[config.mk]
export PLATFORM = sky130hd
export DESIGN_NAME = logic_unit_pipe
export DESIGN_NICKNAME = d
export VERILOG_FILES = /design/src/rtl/logic_unit_pipe.sv
export SDC_FILE = /design/constraint.sdc
export NUM_CORES = 1
export LEC_CHECK = 0
export ABC_AREA = 1
export CAP_MARGIN = 20
export CELL_PAD_IN_SITES_DETAIL_PLACEMENT = 1
export CELL_PAD_IN_SITES_GLOBAL_PLACEMENT = 1
export CORE_ASPECT_RATIO = 1.25
export CORE_UTILIZATION = 39
export CTS_CLUSTER_SIZE = 16
export DETAILED_ROUTE_END_ITERATION = 10
export PLACE_DENSITY_LB_ADDON = 0.08
export SYNTH_ARGS = -nofsm -noshare
export SYNTH_HDL_FRONTEND = slang
export SYNTH_SLANG_ARGS = --single-unit
[constraint.sdc]
create_clock -name CLK_LOGIC -period 2.3 [get_ports CLK_LOGIC]
set_input_delay 0.345 -clock CLK_LOGIC [delete_from_list [all_inputs] [get_ports CLK_LOGIC]]
set_output_delay 0.345 -clock CLK_LOGIC [all_outputs]
set_load 0.02 [all_outputs]
[src/rtl/logic_unit_pipe.sv]
// Two-stage pipelined bitwise logic unit: 2-cycle latency, 1 op/cycle when output ready is held high.
// Output stalls hold the result and flags; the input stage fills and then drops LOGIC_IN_READY.
module logic_unit_pipe #(
    parameter int DATA_WIDTH = 16,
    parameter int B_WIDTH    = 16,
    parameter int CNT_WIDTH  = 8
) (
    input  logic                  CLK_LOGIC,
    input  logic                  RST_LOGIC,
    input  logic [DATA_WIDTH-1:0] A_IN_LOGIC,
    input  logic [B_WIDTH-1:0]    B_IN_LOGIC,
    input  logic [2:0]            ALU_FUN_LOGIC,
    input  logic                  LOGIC_EN,
    output logic                  LOGIC_IN_READY,
    output logic [DATA_WIDTH-1:0] LOGIC_OUT,
    output logic                  LOGIC_FLAG,
    input  logic                  LOGIC_OUT_READY,
    output logic                  LOGIC_ZERO,
    output logic                  LOGIC_PARITY,
    output logic [CNT_WIDTH-1:0]  LOGIC_OP_CNT
);

    function automatic logic [DATA_WIDTH-1:0] logic_fn(
        input logic [DATA_WIDTH-1:0] a,
        input logic [DATA_WIDTH-1:0] b,
        input logic [2:0]            fun
    );
        logic [DATA_WIDTH-1:0] r;
        case (fun)
            3'b000:  r = a & b;
            3'b001:  r = a | b;
            3'b010:  r = ~(a & b);
            3'b011:  r = ~(a | b);
            3'b100:  r = a ^ b;
            3'b101:  r = ~(a ^ b);
            3'b110:  r = a & ~b;
            default: r = ~a;
        endcase
        return r;
    endfunction

    logic                  s1_vld_q, s1_vld_d;
    logic [DATA_WIDTH-1:0] s1_a_q, s1_a_d;
    logic [DATA_WIDTH-1:0] s1_b_q, s1_b_d;
    logic [2:0]            s1_fun_q, s1_fun_d;
    logic                  s2_vld_q, s2_vld_d;
    logic [DATA_WIDTH-1:0] s2_dat_q, s2_dat_d;
    logic                  s2_zero_q, s2_zero_d;
    logic                  s2_par_q, s2_par_d;
    logic [CNT_WIDTH-1:0]  cnt_q, cnt_d;

    logic                  s2_free;
    logic                  s1_adv;
    logic                  in_rdy;
    logic                  accept;
    logic                  handoff;
    logic [DATA_WIDTH-1:0] b_ext;
    logic [DATA_WIDTH-1:0] s1_res;

    always_comb begin
        s2_free = !s2_vld_q || LOGIC_OUT_READY;
        s1_adv  = s1_vld_q && s2_free;
        in_rdy  = !s1_vld_q || s2_free;
        accept  = LOGIC_EN && in_rdy;
        handoff = s2_vld_q && LOGIC_OUT_READY;
        b_ext   = DATA_WIDTH'(B_IN_LOGIC);
        s1_res  = logic_fn(s1_a_q, s1_b_q, s1_fun_q);
    end

    always_comb begin
        s1_vld_d  = s1_vld_q;
        s1_a_d    = s1_a_q;
        s1_b_d    = s1_b_q;
        s1_fun_d  = s1_fun_q;
        s2_vld_d  = s2_vld_q;
        s2_dat_d  = s2_dat_q;
        s2_zero_d = s2_zero_q;
        s2_par_d  = s2_par_q;
        cnt_d     = cnt_q + CNT_WIDTH'(handoff);

        // An accept refills s1 even when its previous occupant advances on the same edge.
        if (accept) begin
            s1_vld_d = 1'b1;
            s1_a_d   = A_IN_LOGIC;
            s1_b_d   = b_ext;
            s1_fun_d = ALU_FUN_LOGIC;
        end else if (s1_adv) begin
            s1_vld_d = 1'b0;
        end

        if (s1_adv) begin
            s2_vld_d  = 1'b1;
            s2_dat_d  = s1_res;
            s2_zero_d = (s1_res == '0);
            s2_par_d  = ^s1_res;
        end else if (handoff) begin
            s2_vld_d = 1'b0;
        end
    end

    always_ff @(posedge CLK_LOGIC) begin
        if (RST_LOGIC) begin
            s1_vld_q  <= 1'b0;
            s1_a_q    <= '0;
            s1_b_q    <= '0;
            s1_fun_q  <= '0;
            s2_vld_q  <= 1'b0;
            s2_dat_q  <= '0;
            s2_zero_q <= 1'b0;
            s2_par_q  <= 1'b0;
            cnt_q     <= '0;
        end else begin
            s1_vld_q  <= s1_vld_d;
            s1_a_q    <= s1_a_d;
            s1_b_q    <= s1_b_d;
            s1_fun_q  <= s1_fun_d;
            s2_vld_q  <= s2_vld_d;
            s2_dat_q  <= s2_dat_d;
            s2_zero_q <= s2_zero_d;
            s2_par_q  <= s2_par_d;
            cnt_q     <= cnt_d;
        end
    end

    assign LOGIC_IN_READY = in_rdy;
    assign LOGIC_FLAG     = s2_vld_q;
    assign LOGIC_OUT      = s2_dat_q;
    assign LOGIC_ZERO     = s2_zero_q;
    assign LOGIC_PARITY   = s2_par_q;
    assign LOGIC_OP_CNT   = cnt_q;

endmodule

### After elaboration in Yosys (flattened, before gate mapping)

Cells that the tools add are included.

* register bits after elaboration: 63
* output and inout port bits: 28
* logic and storage cells: 42
* input port bits: 39

* equal/unequal tests: 6
* muxes and demuxes: 5
* reductions and logical operators: 12
* bitwise gates (word level): 9
* $add $sub $neg: 1

Operator list (number)
* 16-bit one-hot mux with 7 select lines: 1
* 16-bit NOT: 5
* 16-bit AND: 2
* 16-bit logical NOT: 1
* 16-bit OR: 1
* 16-bit parity: 1
* 16-bit bitwise XOR: 1
* 3-bit == test (second input constant): 3
* 8-bit by 1-bit adder with 8-bit output: 1
* 3-bit by 2-bit == test with 1-bit output (second input constant): 2
* 1-bit two-way mux: 4
* 2-bit nonzero test: 2
* 3-bit by 1-bit == test with 1-bit output (second input constant): 1
* 1-bit logical AND: 3
* 3-bit logical NOT: 1
* 1-bit logical NOT: 2
* 1-bit logical OR: 2

### Longest topological paths before layout

Gate-level depths: netlist of run 1.

* depth after elaboration: 5
* gate-level depth with buffers: 19
* depth with buffers taken out: 18

### Least setup slack after synthesis of run 1

Ideal clock, no wire load.

* kind: flip-flop to flip-flop
* start: register s1_fun_q[0]
* end: register s2_par_q (netlist: LOGIC_PARITY)
* stages on the path, launching flop included: 18
* path buffers: 2
* setup slack: 325 ps
* library setup time: 109 ps
* data arrival time: 1867 ps
* clock period less this slack: 1975 ps
* required time: 2191 ps
* cell sequence: dfxtp_1 > buf_6 > inv_2 > nor2_4 > buf_6 > nand3_1 > nand2_1 > nor2_1 > nand3_1 > inv_1 > ha_1 > xor2_1 > nand2_1 > nand2_1 > nand2_1 > nand3_1 > nand2_1 > inv_1

* cells in the longest elaborated chain, start to end: 3
* elaborated cells on any way between the ends: 9
* classes of those cells: eq/ne (6); mux (1); reduce/logical (2)

Ends and longest elaborated chain
* from (decl): line 45 `logic [2:0] s1_fun_q, s1_fun_d;`
* from (signal assigned): line 116 `s1_fun_q <= s1_fun_d;`
* 3-bit == test (tied with other cells): line 29 `case (fun)`
* 16-bit one-hot mux with 7 select lines *: line 29
* 16-bit parity *: line 95 `s2_par_d = ^s1_res;`
* to (signal assigned): line 120 `s2_par_q <= s2_par_d;`
* to (decl): line 49 `logic s2_par_q, s2_par_d;`

Every way passes the cells marked *; elsewhere a longest branch is shown, timed or not.
A chain may end at the register's enable or synchronous reset.

### Worst setup path after layout of run 1

* start: register s1_fun_q[1]
* end: register s2_par_q (netlist: LOGIC_PARITY)

The elaborated chain is that of the path after synthesis.

==> summary.txt, run 1 <==
outcome: finished clean
top-area cell type share of the netlist area: 27.6%
row cnt: 43
Worst path max stage delay: 0.33 ns
Setup Skew: 0.0100 ns
first-pass GRT wire length: 23.4 mm
DP HPWL: 10.3 mm
vias in the first global route: 4878
CTS tree: yes
# DRC: 0
Syn Area/Cell: 6.66 µm²
R2R cell count: 16
total power: 4.07 mW
initial antenna violation count: 0
largest net degree at the start of global routing: 72
min Tclk post-route: 2.24 ns
Avg WL per Cell: 16.7 µm
Syn Nets: 783
CP Class: register to register
worst hold stages: 2
Boundary Pins: 67
Seq cells post-synth: 63
Die W: 98.8 µm
Antenna Cells: 0
mapped cell area: 0.00457 mm²
slowest CP cell: dfxtp_2
Initial Util: 40.6%
Max clock buf depth: 2
Slew HR: 67.6%
Worst-path clk slew: 0.05 ns
die footprint: 0.0122 mm²
Global Route Usage Sum: 24.3%
CP Data Required Time: 2.58 ns
Fin Setup TNS: 0 ns
DRT Pass-1 Iters: 4
number of I/O port buffers: 66
crit path launch type: register
Hold Crit Class: register to register
number of max-cap violations: 0
total core area: 0.0112 mm²
Final period util: 97.5%
# setup viols final: 0
final hold viol count: 0
total CTS buffers: 9
Vias/cell: 5.36
DRT antenna net count: 0
setup slack at placement: -0.140 ns
cells after synthesis: 686
Synth area leader: dfxtp_1
clk_lat worst skew: 0.34 ns
CP Cell Sequence: buf_6, nor2_4, clkbuf_16, nand3_1, nand2_1, nor2_2, nand3_2, inv_2, ha_4, xor2_2, nand2_1, nand2_1, nand2_1, nand3_2, nand2_1, inv_1
htree depth: 3
Worst setup EP type: register
via count: 4887
count of pins over their slew limit: 0
Synth warnings: 0
VDD IR max: 0.371 mV
Routed WL: 15.2 mm
clock sink count: 63
post-synth cell types: 23
Die Ht: 123 µm
Tightest Pin Transition: 0.486 ns
Synth area leaders: dfxtp_1 28%, ha_1 16%, inv_1 9.0%
final RePlAce weighted congestion: 0.873
Max Fclk: 0.446 GHz
share of layout cells above drive strength 1: 20.2%
Final nets: 869
post-synthesis sequential area ratio: 27.6%
CTS root buf: clkbuf_16
Crit path top cell by count: nand2_1
Hold WS: 0.506 ns
Lkg Pwr: 2.97 nW
Layout area overhead: 38.6%
CP max FO: 10
Pwr Density: 643 mW/mm²
Overflow after GRT: 0
Final WS setup: 0.0584 ns
Crit path arrival time: 2.52 ns
DR iter-0 viols: 186
[where the power goes]
group          total, mW  internal [mW]  switching [mW]
Sequential          1.22           1.17          0.0513
Clock               1.30          0.807           0.491
Combinational       1.55          0.695           0.855
[critical path: cells and delay by family, from the launching register on]
kind          cells  cell delay, ns
buf+inv           4            0.45
flops             1            0.33
xor+xnor          1            0.18
simple gates     10            0.93
fa+ha+maj         1            0.30
[cells in the final DEF (no fill, tap or decap), drive strengths merged, types with 13 or more instances in the layout]
cell type / instances
buf: 50
clkbuf: 13
ha: 58
nand3: 68
inv: 113
nor2: 94
o21ai: 55
clkdlybuf4s50: 66
dfxtp: 63
nand4: 51
nand2: 90
a21oi: 42
[cell families (layout without fill, tap and decap cells)]
family          count (synthesis)  in the layout  share of synthesized area, %
xor+xnor                        7              7                          1.34
buf+inv                       155            245                          13.9
flops                          63             63                          27.6
compound gates                 97             97                          10.6
simple gates                  306            306                          30.6
fa+ha+maj                      58             58                          15.9
[synth_stat cells, drive strengths merged]
cell type	number
buf	24
ha	58
nand4	51
nor3	3
o21ai	55
xor2	3
clkbuf	18
inv	113
a21oi	42
nor2	94
nand2	90
dfxtp	63
nand3	68
xnor2	4
[flip-flops by register name, summed over array words and instances (netlist names)]
signal / count
LOGIC_PARITY: 1
s1_vld_q: 1
LOGIC_FLAG: 1
LOGIC_ZERO: 1
LOGIC_OP_CNT: 8
s1_a_q: 16
s1_b_q: 16
s1_fun_q: 3
LOGIC_OUT: 16
[metal layers]
layer  up-vias  wire (µm)  share of wire (%)  GRT usage, %
met5         -          0                  0             0
met4         0        533                3.5          9.05
met3        43        461                3.0          3.39
met2       114       7960                 52          44.8
met1      2343       6290                 41          28.6
li1       2387          -                  -             -
[timing repair]
item,4_1_cts,5_1_grt
pin swaps,1,29
hold buffers,0,0
setup endpoints to repair,1,1
buffers inserted,2,6
gates resized for setup,3,93
gates cloned,0,1
[area by class of cell]
type / instances / area, µm²
fillers: 1428 / 4910
multi-input cells: 468 / 2980
flip-flops and latches: 63 / 1290
repair buffers: 117 / 1170
inverters: 113 / 427
clock buffers: 12 / 267
well taps: 135 / 169
clock inverters: 3 / 17.5
[path summary, 6_finish.rpt]
check               startpoint           end  slack (ns)
setup / recovery   s1_fun_q[1]  LOGIC_PARITY        0.06
hold / removal    LOGIC_OUT[3]  LOGIC_OUT[3]        0.51
setup reg to reg   s1_fun_q[1]  LOGIC_PARITY        0.06
hold reg to reg   LOGIC_OUT[3]  LOGIC_OUT[3]        0.51
[metrics by stage]
stage	std cells	area (µm²)	utilization (%)
after global routing	911	6330	56.3
after global placement	888	5600	49.8
after detailed placement	888	5600	49.8
after floorplan	686	4570	-
final	911	6330	56.3
after CTS	905	5910	52.6
Note: power is estimated with default switching activity, not from simulation.
==> run 2, diff against run 1 <==
CORE_UTILIZATION = 42   (was 39)
GPL_TIMING_DRIVEN = 0   (was unset)
SKIP_CTS_REPAIR_TIMING = 1   (was unset)
clock period = 2.7 ns   (was 2.3 ns; I/O delays follow)
==> summary.txt, run 2 (synthesis results as in run 1) <==
outcome: finished clean
Layout area overhead: 23.7%
Global Route Usage Sum: 29.7% (+5.3 points)
Worst path max stage delay: 0.53 ns (+0.20 ns)
row cnt: 42 (-2.3%)
Max clock buf depth: 2 (unchanged)
Tightest Pin Transition: 0.836 ns (+0.350 ns)
r2r setup slk: 0.19 ns (+0.13 ns)
hold_sp: RST_LOGIC
DR iter-0 viols: 226 (+22%)
critical path's top delay family: simple AND/OR/NAND/NOR gates
Multi-input gate area: 0.00267 mm² (-10%)
Avg WL per Cell: 17.6 µm (+5.2%)
Initial Util: 43.3% (+2.6 points)
Lkg Pwr: 2.69 nW (-9.3%)
CP Class: register to register
CP Cell Sequence: clkbuf_1, nand3_1, nand2_1, nor2_1, nand3_1, inv_1, ha_1, xnor2_1, nand2_1, nand2_1, nand2_1, nand3_1, nand2_1, inv_1
Crit path top cell by count: nand2_1
initial antenna violation count: 0 (unchanged)
VDD IR max: 0.304 mV (-18%)
worst hold stages: 2 (unchanged)
setup slack at placement: 0.253 ns (+0.393 ns)
number of I/O port buffers: 65 (-1.5%)
total core area: 0.0106 mm² (-6.1%)
R2R cell count: 14 (-2)
final hold viol count: 0 (unchanged)
Final period util: 92.9% (-4.5 points)
end of the worst hold path: LOGIC_OP_CNT[0]
DRT Pass-1 Iters: 4 (unchanged)
Final nets: 859 (-1.2%)
largest net degree at the start of global routing: 11 (-85%)
CTS tree: yes
crit path launch type: register
Pwr Density: 548 mW/mm² (-15%)
fillers: 1407 (-1.5%)
CP bufs+invs: 3 (-1)
CTS root buf: clkbuf_16
# DRC: 0 (unchanged)
most frequent cells in the layout: 109 x inv_1, 91 x nor2_1, 89 x nand2_1
Worst-path clk slew: 0.05 ns (about the same)
commonest non-fill, non-tap cell in the layout: inv_1
beginning of the critical path: s1_fun_q[2]
Crit path arrival time: 2.79 ns (+0.27 ns)
unrepaired setup endpoints after global routing: no
launching point of the worst reg2reg path: s1_fun_q[2]
FF/Latch Area: 0.00126 mm² (-2.4%)
slowest CP cell: clkbuf_1
count of pins over their slew limit: 0 (unchanged)
vias in the first global route: 5216 (+6.9%)
Routed WL: 15.8 mm (+3.6%)
Final WS setup: 0.191 ns (+0.132 ns)
DP HPWL: 11.8 mm (+15%)
final RePlAce weighted congestion: 0.925 (+5.9%)
Overflow after GRT: 0 (unchanged)
Boundary Pins: 67 (unchanged)
Hold Crit Class: input pin to register
first-pass GRT wire length: 25.5 mm (+9.0%)
Setup Skew: 0.0124 ns (+0.00242 ns)
# setup viols final: 0 (unchanged)
Die W: 95.3 µm (-3.6%)
die footprint: 0.0113 mm² (-7.0%)
CP max FO: 10 (unchanged)
clock sink count: 63 (unchanged)
min Tclk post-route: 2.51 ns (+0.268 ns)
CP Data Required Time: 2.98 ns (+0.40 ns)
total CTS buffers: 9 (unchanged)
Slew HR: 44.3% (-23 points)
Reg-to-Reg End: LOGIC_PARITY
Die Ht: 119 µm (-3.6%)
final design utilization: 53.5% (-2.8 points)
Antenna Cells: 0 (unchanged)
htree depth: 3 (unchanged)
Worst setup EP type: register
Hold WS: 0.465 ns (-0.0409 ns)
total power: 3.10 mW (-24%)
Max Fclk: 0.399 GHz (-11%)
Vias/cell: 5.41 (+0.92%)
DRT antenna net count: 0 (unchanged)
clk_lat worst skew: 0.34 ns (about the same)
Fin Setup TNS: 0 ns (unchanged)
number of max-cap violations: 0 (unchanged)
via count: 4856 (-0.63%)
share of layout cells above drive strength 1: 5.62% (-15 points)
==> run 2: layout make-up <==
class,instances,share of cell area [%]
Buffer,42,3.76
Clock inverter,1,0.0885
Sequential cell,63,22.3
Multi-Input combinational cell,468,47.3
Tap cell,132,2.92
Clock buffer,13,4.60
Timing Repair Buffer,65,11.5
Inverter,113,7.55
==> run 2: how the worst max path moves through the flow <==
stage | slack (ns) | depth (start not counted) | endpoint
floorplan | 0.72 | 17 | LOGIC_PARITY
global placement | 0.31 | 15 | LOGIC_PARITY
detailed placement | 0.25 | 17 | LOGIC_PARITY
CTS | 0.24 | 15 | LOGIC_PARITY
global route | 0.02 | 18 | LOGIC_PARITY
finish | 0.19 | 14 | LOGIC_PARITY
==> run 2: stage by stage <==
stage / instances / cell area (µm²)
after floorplan: 686 / 4570
final: 897 / 5650
after global routing: 897 / 5650
after global placement: 883 / 5390
after detailed placement: 883 / 5390
after CTS: 897 / 5650
==> run 2: routing by layer <==
layer | GRT usage [%] | vias to the layer above | routed length, µm
li1 | - | 2370 | -
met1 | 34.2 | 2341 | 6480
met2 | 53.9 | 124 | 8220
met3 | 3.28 | 21 | 827
met4 | 11.9 | 0 | 265
met5 | 0 | - | 0
==> run 2: where the power goes <==
part / switching, mW / total [mW] / internal [mW]
registers: 0.0387 / 1.03 / 0.993
logic: 0.617 / 0.981 / 0.364
clock network: 0.422 / 1.08 / 0.660
total: 1.08 / 3.10 / 2.02
